### src/rtl/uart_pkg.sv
// Shared UART definitions used by both the tx and rx blocks: FSM state
// encodings and bit-timing constants for the 16x oversampled baud tick.
package uart_pkg;

   localparam logic [2:0] IDLE   = 3'd0;
   localparam logic [2:0] START  = 3'd1;
   localparam logic [2:0] DATA   = 3'd2;
   localparam logic [2:0] PARITY = 3'd3;
   localparam logic [2:0] STOP   = 3'd4;

   localparam int TICKS_PER_BIT = 16;
   localparam int TICK_W        = 4;

endpackage

### src/rtl/uart_tx.sv
// UART transmitter: start bit, LSB-first data, optional even parity, stop bits.
// Define UART_TX_PARITY_EN to insert the even-parity bit between data and stop.
module uart_tx
   import uart_pkg::*;
#(
   parameter int WIDTH_WORD    = 8,
   parameter int CANT_BIT_STOP = 2
) (
   input  logic                  i_rate,
   input  logic                  i_reset,
   input  logic                  i_tx_start,
   input  logic [WIDTH_WORD-1:0] i_data_in,
   output logic                  o_bit_tx,
   output logic                  o_tx_busy,
   output logic                  o_tx_done
);

   localparam int BIT_CNT_W  = $clog2(WIDTH_WORD + 1);
   localparam int STOP_CNT_W = $clog2(CANT_BIT_STOP + 1);

   localparam logic [TICK_W-1:0]     LAST_TICK = TICK_W'(TICKS_PER_BIT - 1);
   localparam logic [BIT_CNT_W-1:0]  LAST_BIT  = BIT_CNT_W'(WIDTH_WORD - 1);
   localparam logic [STOP_CNT_W-1:0] LAST_STOP = STOP_CNT_W'(CANT_BIT_STOP - 1);

   logic [2:0]            state;
   logic [TICK_W-1:0]     tick_cnt;
   logic [BIT_CNT_W-1:0]  bit_cnt;
   logic [STOP_CNT_W-1:0] stop_cnt;
   logic [WIDTH_WORD-1:0] shift_reg;
   logic [WIDTH_WORD-1:0] shift_next;
   logic                  tick_end;
`ifdef UART_TX_PARITY_EN
   logic                  parity_bit;
`endif

   assign shift_next = shift_reg >> 1;
   assign tick_end   = (tick_cnt == LAST_TICK);

   // o_bit_tx is loaded with the level of the state being entered, so the
   // line changes exactly on the edge that changes state.
   always_ff @(posedge i_rate) begin
      if (i_reset) begin
         state     <= IDLE;
         tick_cnt  <= '0;
         bit_cnt   <= '0;
         stop_cnt  <= '0;
         shift_reg <= '0;
         o_bit_tx  <= 1'b1;
         o_tx_busy <= 1'b0;
         o_tx_done <= 1'b0;
`ifdef UART_TX_PARITY_EN
         parity_bit <= 1'b0;
`endif
      end else begin
         o_tx_done <= 1'b0;
         if (state == IDLE) begin
            tick_cnt <= '0;
         end else begin
            tick_cnt <= tick_cnt + 1'b1;
         end

         case (state)
            IDLE: begin
               o_bit_tx <= 1'b1;
               if (i_tx_start) begin
                  shift_reg <= i_data_in;
`ifdef UART_TX_PARITY_EN
                  parity_bit <= ^i_data_in;
`endif
                  state     <= START;
                  o_tx_busy <= 1'b1;
                  o_bit_tx  <= 1'b0;
               end
            end
            START: begin
               if (tick_end) begin
                  state    <= DATA;
                  bit_cnt  <= '0;
                  o_bit_tx <= shift_reg[0];
               end
            end
            DATA: begin
               if (tick_end) begin
                  shift_reg <= shift_next;
                  bit_cnt   <= bit_cnt + 1'b1;
                  if (bit_cnt == LAST_BIT) begin
`ifdef UART_TX_PARITY_EN
                     state    <= PARITY;
                     o_bit_tx <= parity_bit;
`else
                     state    <= STOP;
                     stop_cnt <= '0;
                     o_bit_tx <= 1'b1;
`endif
                  end else begin
                     o_bit_tx <= shift_next[0];
                  end
               end
            end
`ifdef UART_TX_PARITY_EN
            PARITY: begin
               if (tick_end) begin
                  state    <= STOP;
                  stop_cnt <= '0;
                  o_bit_tx <= 1'b1;
               end
            end
`endif
            STOP: begin
               o_bit_tx <= 1'b1;
               if (tick_end) begin
                  if (stop_cnt == LAST_STOP) begin
                     state     <= IDLE;
                     o_tx_busy <= 1'b0;
                     o_tx_done <= 1'b1;
                  end else begin
                     stop_cnt <= stop_cnt + 1'b1;
                  end
               end
            end
            default: begin
               state     <= IDLE;
               o_bit_tx  <= 1'b1;
               o_tx_busy <= 1'b0;
            end
         endcase
      end
   end

endmodule

### config.mk
export PLATFORM = sky130hd
export DESIGN_NAME = uart_tx
export DESIGN_NICKNAME = d
export VERILOG_FILES = /design/src/rtl/uart_pkg.sv /design/src/rtl/uart_tx.sv
export SDC_FILE = /design/constraint.sdc
export NUM_CORES = 1
export LEC_CHECK = 0
export ABC_AREA = 1
export BUFFER_PORTS_ARGS = -buffer_cell sky130_fd_sc_hd__buf_2
export CORE_MARGIN = 3
export CORE_UTILIZATION = 50
export CTS_CLUSTER_SIZE = 24
export DETAILED_ROUTE_END_ITERATION = 8
export PLACE_DENSITY = 0.68
export SYNTH_ARGS = -nofsm -noshare
export SYNTH_HDL_FRONTEND = slang
export SYNTH_SLANG_ARGS = --single-unit
### constraint.sdc
create_clock -name i_rate -period 2.3 [get_ports i_rate]
set_clock_uncertainty 0.15 [all_clocks]
set_input_delay 0.46 -clock i_rate [delete_from_list [all_inputs] [get_ports i_rate]]
set_output_delay 0.46 -clock i_rate [all_outputs]
set_load 0.02 [all_outputs]
* Yosys cells after proc, flatten, opt, wreduce, memory -nomap -nowiden
Index checks and enable logic that the tools add are counted.
** Word-level totals
- Bits in registers :: 24
- Output and inout port bits :: 3
- Word-level logic and storage cells :: 68
** Operators by class
- $add $sub $neg :: 3
- Equality and inequality tests :: 13
- Multiplexer cells :: 28
- Bitwise gates (word level) :: 3
- Reductions and logical operators :: 13
** Operators with widths (number)
- 2-to-1 mux 3 bit :: 6
- 2-to-1 mux 8 bit :: 2
- one-hot mux 8 bit (2 select lines) :: 1
- inequality test 2 bit (second input constant) :: 7
- one-hot mux 3 bit (4 select lines) :: 1
- adder 4 x 1 -> 4 bit (second input constant) :: 2
- 2-to-1 mux 1 bit :: 8
- 2-to-1 mux 2 bit :: 4
- 2-to-1 mux 4 bit :: 2
- one-hot mux 4 bit (2 select lines) :: 1
- one-hot mux 1 bit (3 select lines) :: 2
- AND reduction 3 bit :: 2
- AND reduction 6 bit :: 1
- nonzero test 2 bit :: 3
- AND reduction 5 bit :: 1
- == test 4 x 3 -> 1 bit (second input constant) :: 1
- == test 4 bit (second input constant) :: 1
- one-hot mux 2 bit (2 select lines) :: 1
- AND reduction 4 bit :: 1
- OR reduction 2 bit :: 2
- == test 3 x 1 -> 1 bit (second input constant) :: 1
- == test 3 x 2 -> 1 bit (second input constant) :: 1
- == test 3 bit (second input constant) :: 1
- zero test 3 bit :: 1
- 5 further kinds :: 7

* Logic depth before layout (Yosys ltp)
Gate-level depths: netlist of the first run.
- Word-level depth :: 4
- Gate-level depth with buffers :: 10
- Gate-level depth less buffers :: 10

* Worst setup path before layout of the first run
OpenSTA, ideal clock, no wires.
- Path type :: reg2reg
- Start :: register tick_cnt[0]
- End :: register shift_reg[4]
- Setup time :: 0.116 ns
- Arrival :: 1.226 ns
- Data required time :: 2.034 ns
- Slack :: 0.808 ns
- Cell stages (with the launch flop) :: 8
- Path through :: dfxtp_1 ha_1 nand3_4 o21ai_4 inv_2 buf_6 o21ai_1 a21oi_1
** On the way
- Cells in the longest elaborated chain, start to end :: 3
** RTL lines
- start: declaration :: line uart_tx.sv:26 : logic [TICK_W-1:0] tick_cnt;
- start signal: assignment :: line uart_tx.sv:59 : tick_cnt <= tick_cnt + 1'b1;
- == test 4 bit :: line uart_tx.sv:37 : assign tick_end = (tick_cnt == LAST_TICK);
- inequality test 2 bit (no source line)
- AND reduction 3 bit (no source line)
- end signal: assignment :: line uart_tx.sv:66 : shift_reg <= i_data_in;
- end signal: assignment :: line uart_tx.sv:84 : shift_reg <= shift_next;
- end: declaration :: line uart_tx.sv:29 : logic [WIDTH_WORD-1:0] shift_reg;
Every way passes these cells.
A chain may end at the register's enable or synchronous reset.

* Final worst setup path of the first run
- Start :: register tick_cnt[0]
- End :: register state[2]
** On the way
- Cells in the longest elaborated chain, start to end :: 3
- Elaborated cells between the ends (all ways) :: 5
- Those cells by class :: eq/ne: 4; reduce/logical: 1
** RTL lines
- == test 4 bit (*) :: line uart_tx.sv:37
- inequality test 2 bit (no source line)
- AND reduction 6 bit (no source line) (*)
- end signal: assignment :: line uart_tx.sv:43 : state <= IDLE;
- end signal: assignment :: line uart_tx.sv:70 : state <= START;
- end signal: assignment :: line uart_tx.sv:77 : state <= DATA;
- end: declaration :: line uart_tx.sv:25 : logic [2:0] state;
Mark *: on every way between the ends. The rest lies on a longest branch, timed or not.

==> results.cfg, run 1 <==
[floorplanning]
core_um2 = 2230
rows = 17
die_h_um = 54.9
initial_core_util = 0.534
ioPinCount = 14
die_x_um = 54.9
dieArea_um2 = 3010

[cts]
cts_setup_buffers = 0
clk_latency_ns = 0.30
clock-sinks = 24
cts_tree = yes
cts_hold_buffers = 0
h-tree-depth = 1
clock_path_buffers = 2
clk_pin_slew_ns = 0.12
root_buffer = clkbuf_4
cts_buffers = 3
cts_resized = 0

[setup_path]
r2r-start = tick_cnt[0]
startpoint = tick_cnt[0]
cp_num_buf_inv = 0
rrSetupSlack_ns = 0.65
worstPathMaxFanout = 9
regToRegEndpoint = state[2]
crit_required_ns = 2.36
max_stage_delay_ns = 0.37
cp-start-kind = flip-flop
crit_path_end_kind = flip-flop
cp.arrival_ns = 1.70
worstRegToRegCells = 8
crit_slowest_cell = dfxtp_1
cp_cell_sequence = ha_1 > nand3_4 > nand3_1 > nand3_1 > nor2_2 > nand2_1 > nand2_1 > nor2_1
worstSetupPathType = reg2reg
crit_family = simple AND/OR/NAND/NOR gates

[place]
hpwl_um = 1700
dp_slack_ns = 0.677
routabilityCongestion = 0.835
portBuffers = 13
place_inst = 198

[run]
drv_cap = 0

[pwr]
p_clk_frac = 0.123
combinationalPowerShare = 0.465
power.density_nw_per_um2 = 1080
internal-power_mw = 0.790
power_frac_seq = 0.412
swShare = 0.433
ir_worst_vdd_v = 0.000835
p_leak_nw = 0.577
p_sw_mw = 0.603

[synthesis]
synth_area_per_cell_um2 = 7.46
synth_top_area_frac = 0.403
synth_area_leaders = dfxtp_1 (40%), nand2_1 (9.7%), inv_1 (5.7%)
synthFlopType = dfxtp_1
ys_ff_latch = 24
yosys_warnings = 0
synth.most_common_cell = nand2_1
synth_edf_count = 0
synth_area_um2 = 1190
synth_nets = 174
async_flop_share = 0
yosys.cell_types.count = 27
seq_area_frac_synth = 0.403
ys_top_cells_by_count = nand2_1 (31), dfxtp_1 (24), inv_1 (18)
synth_largest_area_cell = dfxtp_1
synthCells = 160

[worst_hold_path]
hp-class = in2reg
min_to = shift_reg[7]
hold_depth = 3
worstHoldStart = i_data_in[7]

[final_layout]
seq_area_um2 = 480
final_core_util = 0.577
area.growth.synth_to_final_pct = 7.97
drive_gt1_frac = 0.185
instances_no_fill = 201
nFillCells = 229
n_antenna_cell = 0
nNetsFinal = 189
largest_reg_flops = 8
multi_input_area_um2 = 603

[sta]
fin_tns_setup_ns = 0
worst_pin_slew_ns = 0.429
max_freq_mhz = 607
rsz0062_at_grt = no
finalHoldViolations = 0
fin_crit_ns = 1.65
worst_slack_ns = 0.653
setup_viol = 0
period_share = 0.716
finalMaxSlewViolations = 0
relSlewSlack = 0.714

[detailed_routing]
wirelength_um = 2190
viasPerCell = 5.15
drc = 0
initialDrtViolationCount = 22
dr.pass1.iters = 4
drtAntennaViolNets = 0
wire_per_inst_um = 10.9
num_vias = 1036

[global_route]
grt-ovfl-total = 0
grt_max_degree = 19
antenna_found_initial = 0
grt_usage = 0.170
grt_pass1_vias = 909
grt_pass1_wl_um = 3750

[run_status]
status = complete, no violations
==> layout by cell type, fill, tap and decap left out, drive strengths merged, types with 2 or more instances in the layout <==
| cell type | netlist | routed |
|---|---|---|
| ha | 3 | 3 |
| a21oi | 13 | 13 |
| o21ai | 18 | 18 |
| nand3 | 16 | 16 |
| dfxtp | 24 | 24 |
| nand2 | 35 | 35 |
| nand4 | 2 | 2 |
| buf | 3 | 13 |
| clkbuf | 0 | 3 |
| nor2 | 16 | 16 |
| inv | 22 | 22 |
==> cell families (layout without fill, tap and decap cells) <==
family,after synthesis,in the layout,synth area share
xor+xnor,1,1,0.00734
compound gates,35,35,0.170
simple gates,72,72,0.297
buf+inv,25,38,0.0922
fa+ha+maj,3,3,0.0314
flops,24,24,0.403
==> worst max path at each step <==
| stage | to | slack [ns] | cells after the start |
|---|---|---|---|
| detailed placement | state[2] | 0.68 | 8 |
| floorplan | shift_reg[4] | 0.81 | 7 |
| global route | state[2] | 0.52 | 8 |
| finish | state[2] | 0.65 | 8 |
| global placement | state[2] | 0.69 | 8 |
| CTS | state[2] | 0.66 | 8 |
==> metrics by stage <==
| stage | cell area [µm²] | power [mW] | hold WS, ns |
|---|---|---|---|
| detailed placement | 1270 | 1.23 | 0.293 |
| CTS | 1290 | 1.41 | 0.249 |
| floorplan | 1190 | 1.14 | 0.268 |
| finish | 1290 | 1.39 | 0.261 |
| global placement | 1270 | 1.21 | 0.285 |
| global route | 1290 | 1.53 | 0.258 |
==> metal layers <==
metal  track usage  vias up  wire (µm)
li1              -      555          -
met2         0.250       20       1000
met5             0        -          0
met4        0.0788        0         27
met3        0.0300        4         80
met1         0.237      457       1080
==> worst reg2reg max path, delay by kind of cell (launching register included) <==
kind	cells	cell delay, ns
flops	1	0.37
fa+ha+maj	1	0.25
simple gates	7	0.79
==> power groups by stage <==
| stage | logic (mW) | clock network (mW) | registers (mW) |
|---|---|---|---|
| finish | 0.648 | 0.172 | 0.574 |
| global route | 0.737 | 0.203 | 0.590 |
| CTS | 0.651 | 0.188 | 0.575 |
| detailed placement | 0.647 | 0 | 0.585 |
| global placement | 0.633 | 0 | 0.581 |
| floorplan | 0.546 | 0 | 0.591 |
==> cell type report <==
cell class	instances	area share
inverter	22	0.0641
multi-input combinational	111	0.468
sequential	24	0.373
clock buffer	3	0.0175
timing repair buffer	13	0.0505
tap	28	0.0272
Power figures use the tool's default switching activity.
==> inputs of run 2 (changes only) <==
--- a/config.mk
+++ b/config.mk
@@ -5,13 +5,13 @@
 export SDC_FILE = /design/constraint.sdc
 export NUM_CORES = 1
 export LEC_CHECK = 0
-export ABC_AREA = 1
+export ABC_AREA = 0
 export BUFFER_PORTS_ARGS = -buffer_cell sky130_fd_sc_hd__buf_2
 export CORE_MARGIN = 3
 export CORE_UTILIZATION = 50
 export CTS_CLUSTER_SIZE = 24
 export DETAILED_ROUTE_END_ITERATION = 8
-export PLACE_DENSITY = 0.68
+export PLACE_DENSITY = 0.71
 export SYNTH_ARGS = -nofsm -noshare
 export SYNTH_HDL_FRONTEND = slang
 export SYNTH_SLANG_ARGS = --single-unit
==> constraint.sdc (replaced) <==
create_clock -name i_rate -period 1.3 [get_ports i_rate]
set_clock_uncertainty 0.15 [all_clocks]
set_input_delay 0.26 -clock i_rate [delete_from_list [all_inputs] [get_ports i_rate]]
set_output_delay 0.26 -clock i_rate [all_outputs]
set_load 0.02 [all_outputs]
==> run 2 against run 1 <==
Compared with the run above:
- the run now ends with setup timing left
- register-to-register slack worse by 1.2 ns
- via count up 39%
- utilization is 32 points higher
- clock-buffer cell count grew 1
- cell count up 9.5%
- largest power group is now sequential cells
==> results.cfg, run 2 <==
[detailed_routing]
wirelength_um = 4960
dr.pass1.iters = 4
drtAntennaViolNets = 0
wire_per_inst_um = 22.6
num_vias = 1435
initialDrtViolationCount = 64
drc = 0
viasPerCell = 6.52

[final_layout]
nNetsFinal = 207
final_core_util = 0.900
layout_common_cells = buf_4 (35), dfxtp_1 (16), nor2_1 (15), buf_2 (12)
largest_reg_flops = 8
multi_input_area_um2 = 927
fin_area_um2 = 2010
area.growth.synth_to_final_pct = 68.9
nFillCells = 83
layout_commonest_cell = buf_4
n_antenna_cell = 0
drive_gt1_frac = 0.578
seq_area_um2 = 490

[setup_path]
max_stage_delay_ns = 0.38
worstPathMaxFanout = 7
crit_path_end_kind = flip-flop
crit_family = compound AO/OA/AOI/OAI gates
cp-start-kind = flip-flop
crit_slowest_cell = dfxtp_2
cp_num_buf_inv = 3
crit_required_ns = 1.38
worstSetupPathType = reg2reg
cp.arrival_ns = 1.94
cp_cell_sequence = buf_6 > buf_4 > nand4_1 > a21oi_4 > buf_12 > nor2_1 > a211oi_1

[global_route]
grt_max_degree = 15
grt-ovfl-total = 0
grt_pass1_vias = 1224
met3_usage = 0.0409
met1_usage = 0.332
antenna_found_initial = 0
grt.busiest_layer = met2
grt_usage = 0.271
grtUsageMet2 = 0.470
grt_pass1_wl_um = 5690

[synthesis]
synth_edf_count = 0
synth_nets = 150
seq_area_frac_synth = 0.404
ys_ff_latch = 24
yosys_warnings = 0
synthCells = 136
synth_top_area_frac = 0.404
synth_area_leaders = dfxtp_1 (40%), mux2i_1 (5.9%), nor2_1 (5.0%)
synthFlopType = dfxtp_1
synth_area_um2 = 1190
synth_largest_area_cell = dfxtp_1
yosys.cell_types.count = 39
async_flop_share = 0
ys_top_cells_by_count = dfxtp_1 (24), nor2_1 (16), a21oi_1 (9)
synth_area_per_cell_um2 = 8.75
synth.most_common_cell = dfxtp_1

[sta]
finalMaxSlewViolations = 0
holdWs_ns = 0.0568
fin_crit_ns = 1.86
period_share = 1.43
max_freq_mhz = 537
rsz0062_at_grt = yes
worst_slack_ns = -0.561
setup_viol = 23
finalHoldViolations = 0
worst_pin_slew_ns = 0.311
relSlewSlack = 0.792

[floorplanning]
dieArea_um2 = 3000
die_x_um = 54.8
core_um2 = 2230
initial_core_util = 0.533
ioPinCount = 14
rows = 17
die_h_um = 54.8

[cts]
clock_path_buffers = 2
clk_pin_slew_ns = 0.14
clock-sinks = 24
cts_buffers = 3
h-tree-depth = 1
root_buffer = clkbuf_4
cts_tree = yes
cts_hold_buffers = 0
clk_latency_ns = 0.33

[place]
hpwl_um = 2060
portBuffers = 13
routabilityCongestion = 0.900
dp_slack_ns = -0.358
placed_cell_area_um2 = 1580

[pwr]
power_frac_seq = 0.528
p_leak_nw = 0.751
p_sw_mw = 0.423
power.density_nw_per_um2 = 746
swShare = 0.282
ir_worst_vdd_v = 0.000800
p_clk_frac = 0.281
combinationalPowerShare = 0.191
internal-power_mw = 1.08

[run]
drv_cap = 0

[worst_hold_path]
hp-class = in2reg

[run_status]
status = finished, violations left
violations = setup timing
## run 2: stage by stage
stage	std cells	setup TNS, ns	total power, mW
3_5_place_dp	205	-5.14	0.985
3_3_place_gp	205	-4.75	0.977
5_1_grt	220	-7.75	1.53
4_1_cts	216	-5.50	1.41
2_1_floorplan	136	-2.21	0.900
6_report	220	-6.98	1.50
## run 2: worst paths after layout
path / from / slack (ns) / end / cells past startpoint
max: state[1] / -0.56 / shift_reg[6] / 7
min: i_reset / 0.06 / state[1] / 2
max reg2reg: state[1] / -0.56 / shift_reg[6] / 7
min reg2reg: stop_cnt[1] / 0.39 / stop_cnt[1] / 2
## run 2: cell type report
class | count | area share
Multi-Input combinational cell | 99 | 0.461
Timing Repair Buffer | 59 | 0.248
Sequential cell | 24 | 0.244
Clock buffer | 4 | 0.0181
Tap cell | 28 | 0.0174
Inverter | 6 | 0.0112
## run 2: repair_timing
item                       CTS  global route
gates resized for setup     33            25
setup endpoints to repair   24            25
gates cloned                 0             1
pin swaps                   12            18
setup buffers                8             4
## run 2: worst reg2reg max path, stage by stage, from the launching register on
cell	delay, ns
dfxtp_2	0.38
buf_6	0.14
buf_4	0.20
nand4_1	0.16
a21oi_4	0.26
buf_12	0.15
nor2_1	0.05
a211oi_1	0.27
## run 2: cell families (layout without fill, tap and decap cells)
logic type                 count (synthesis)  in the layout  share of synthesized area
adders and majority gates                  3              3                     0.0315
muxes                                      7              7                     0.0589
buffers and inverters                     13             69                     0.0484
and+or+nand+nor                           49             49                      0.227
AOI/OAI and AO/OA                         37             37                      0.208
xor gates and xnor gates                   3              3                     0.0221
DFF                                       24             24                      0.404
## run 2: layer usage
layer	routed length, µm	vias up
met5	0	-
met4	215	0
met3	349	26
met2	2510	102
met1	1890	692
li1	-	615
## run 2: power by group through the flow
stage / logic, mW / clock network (mW) / registers, mW
final: 0.286 / 0.421 / 0.791
after global placement: 0.179 / 0 / 0.798
after floorplan: 0.0935 / 0 / 0.806
after detailed placement: 0.186 / 0 / 0.800
after CTS: 0.215 / 0.409 / 0.786
after global routing: 0.297 / 0.437 / 0.792
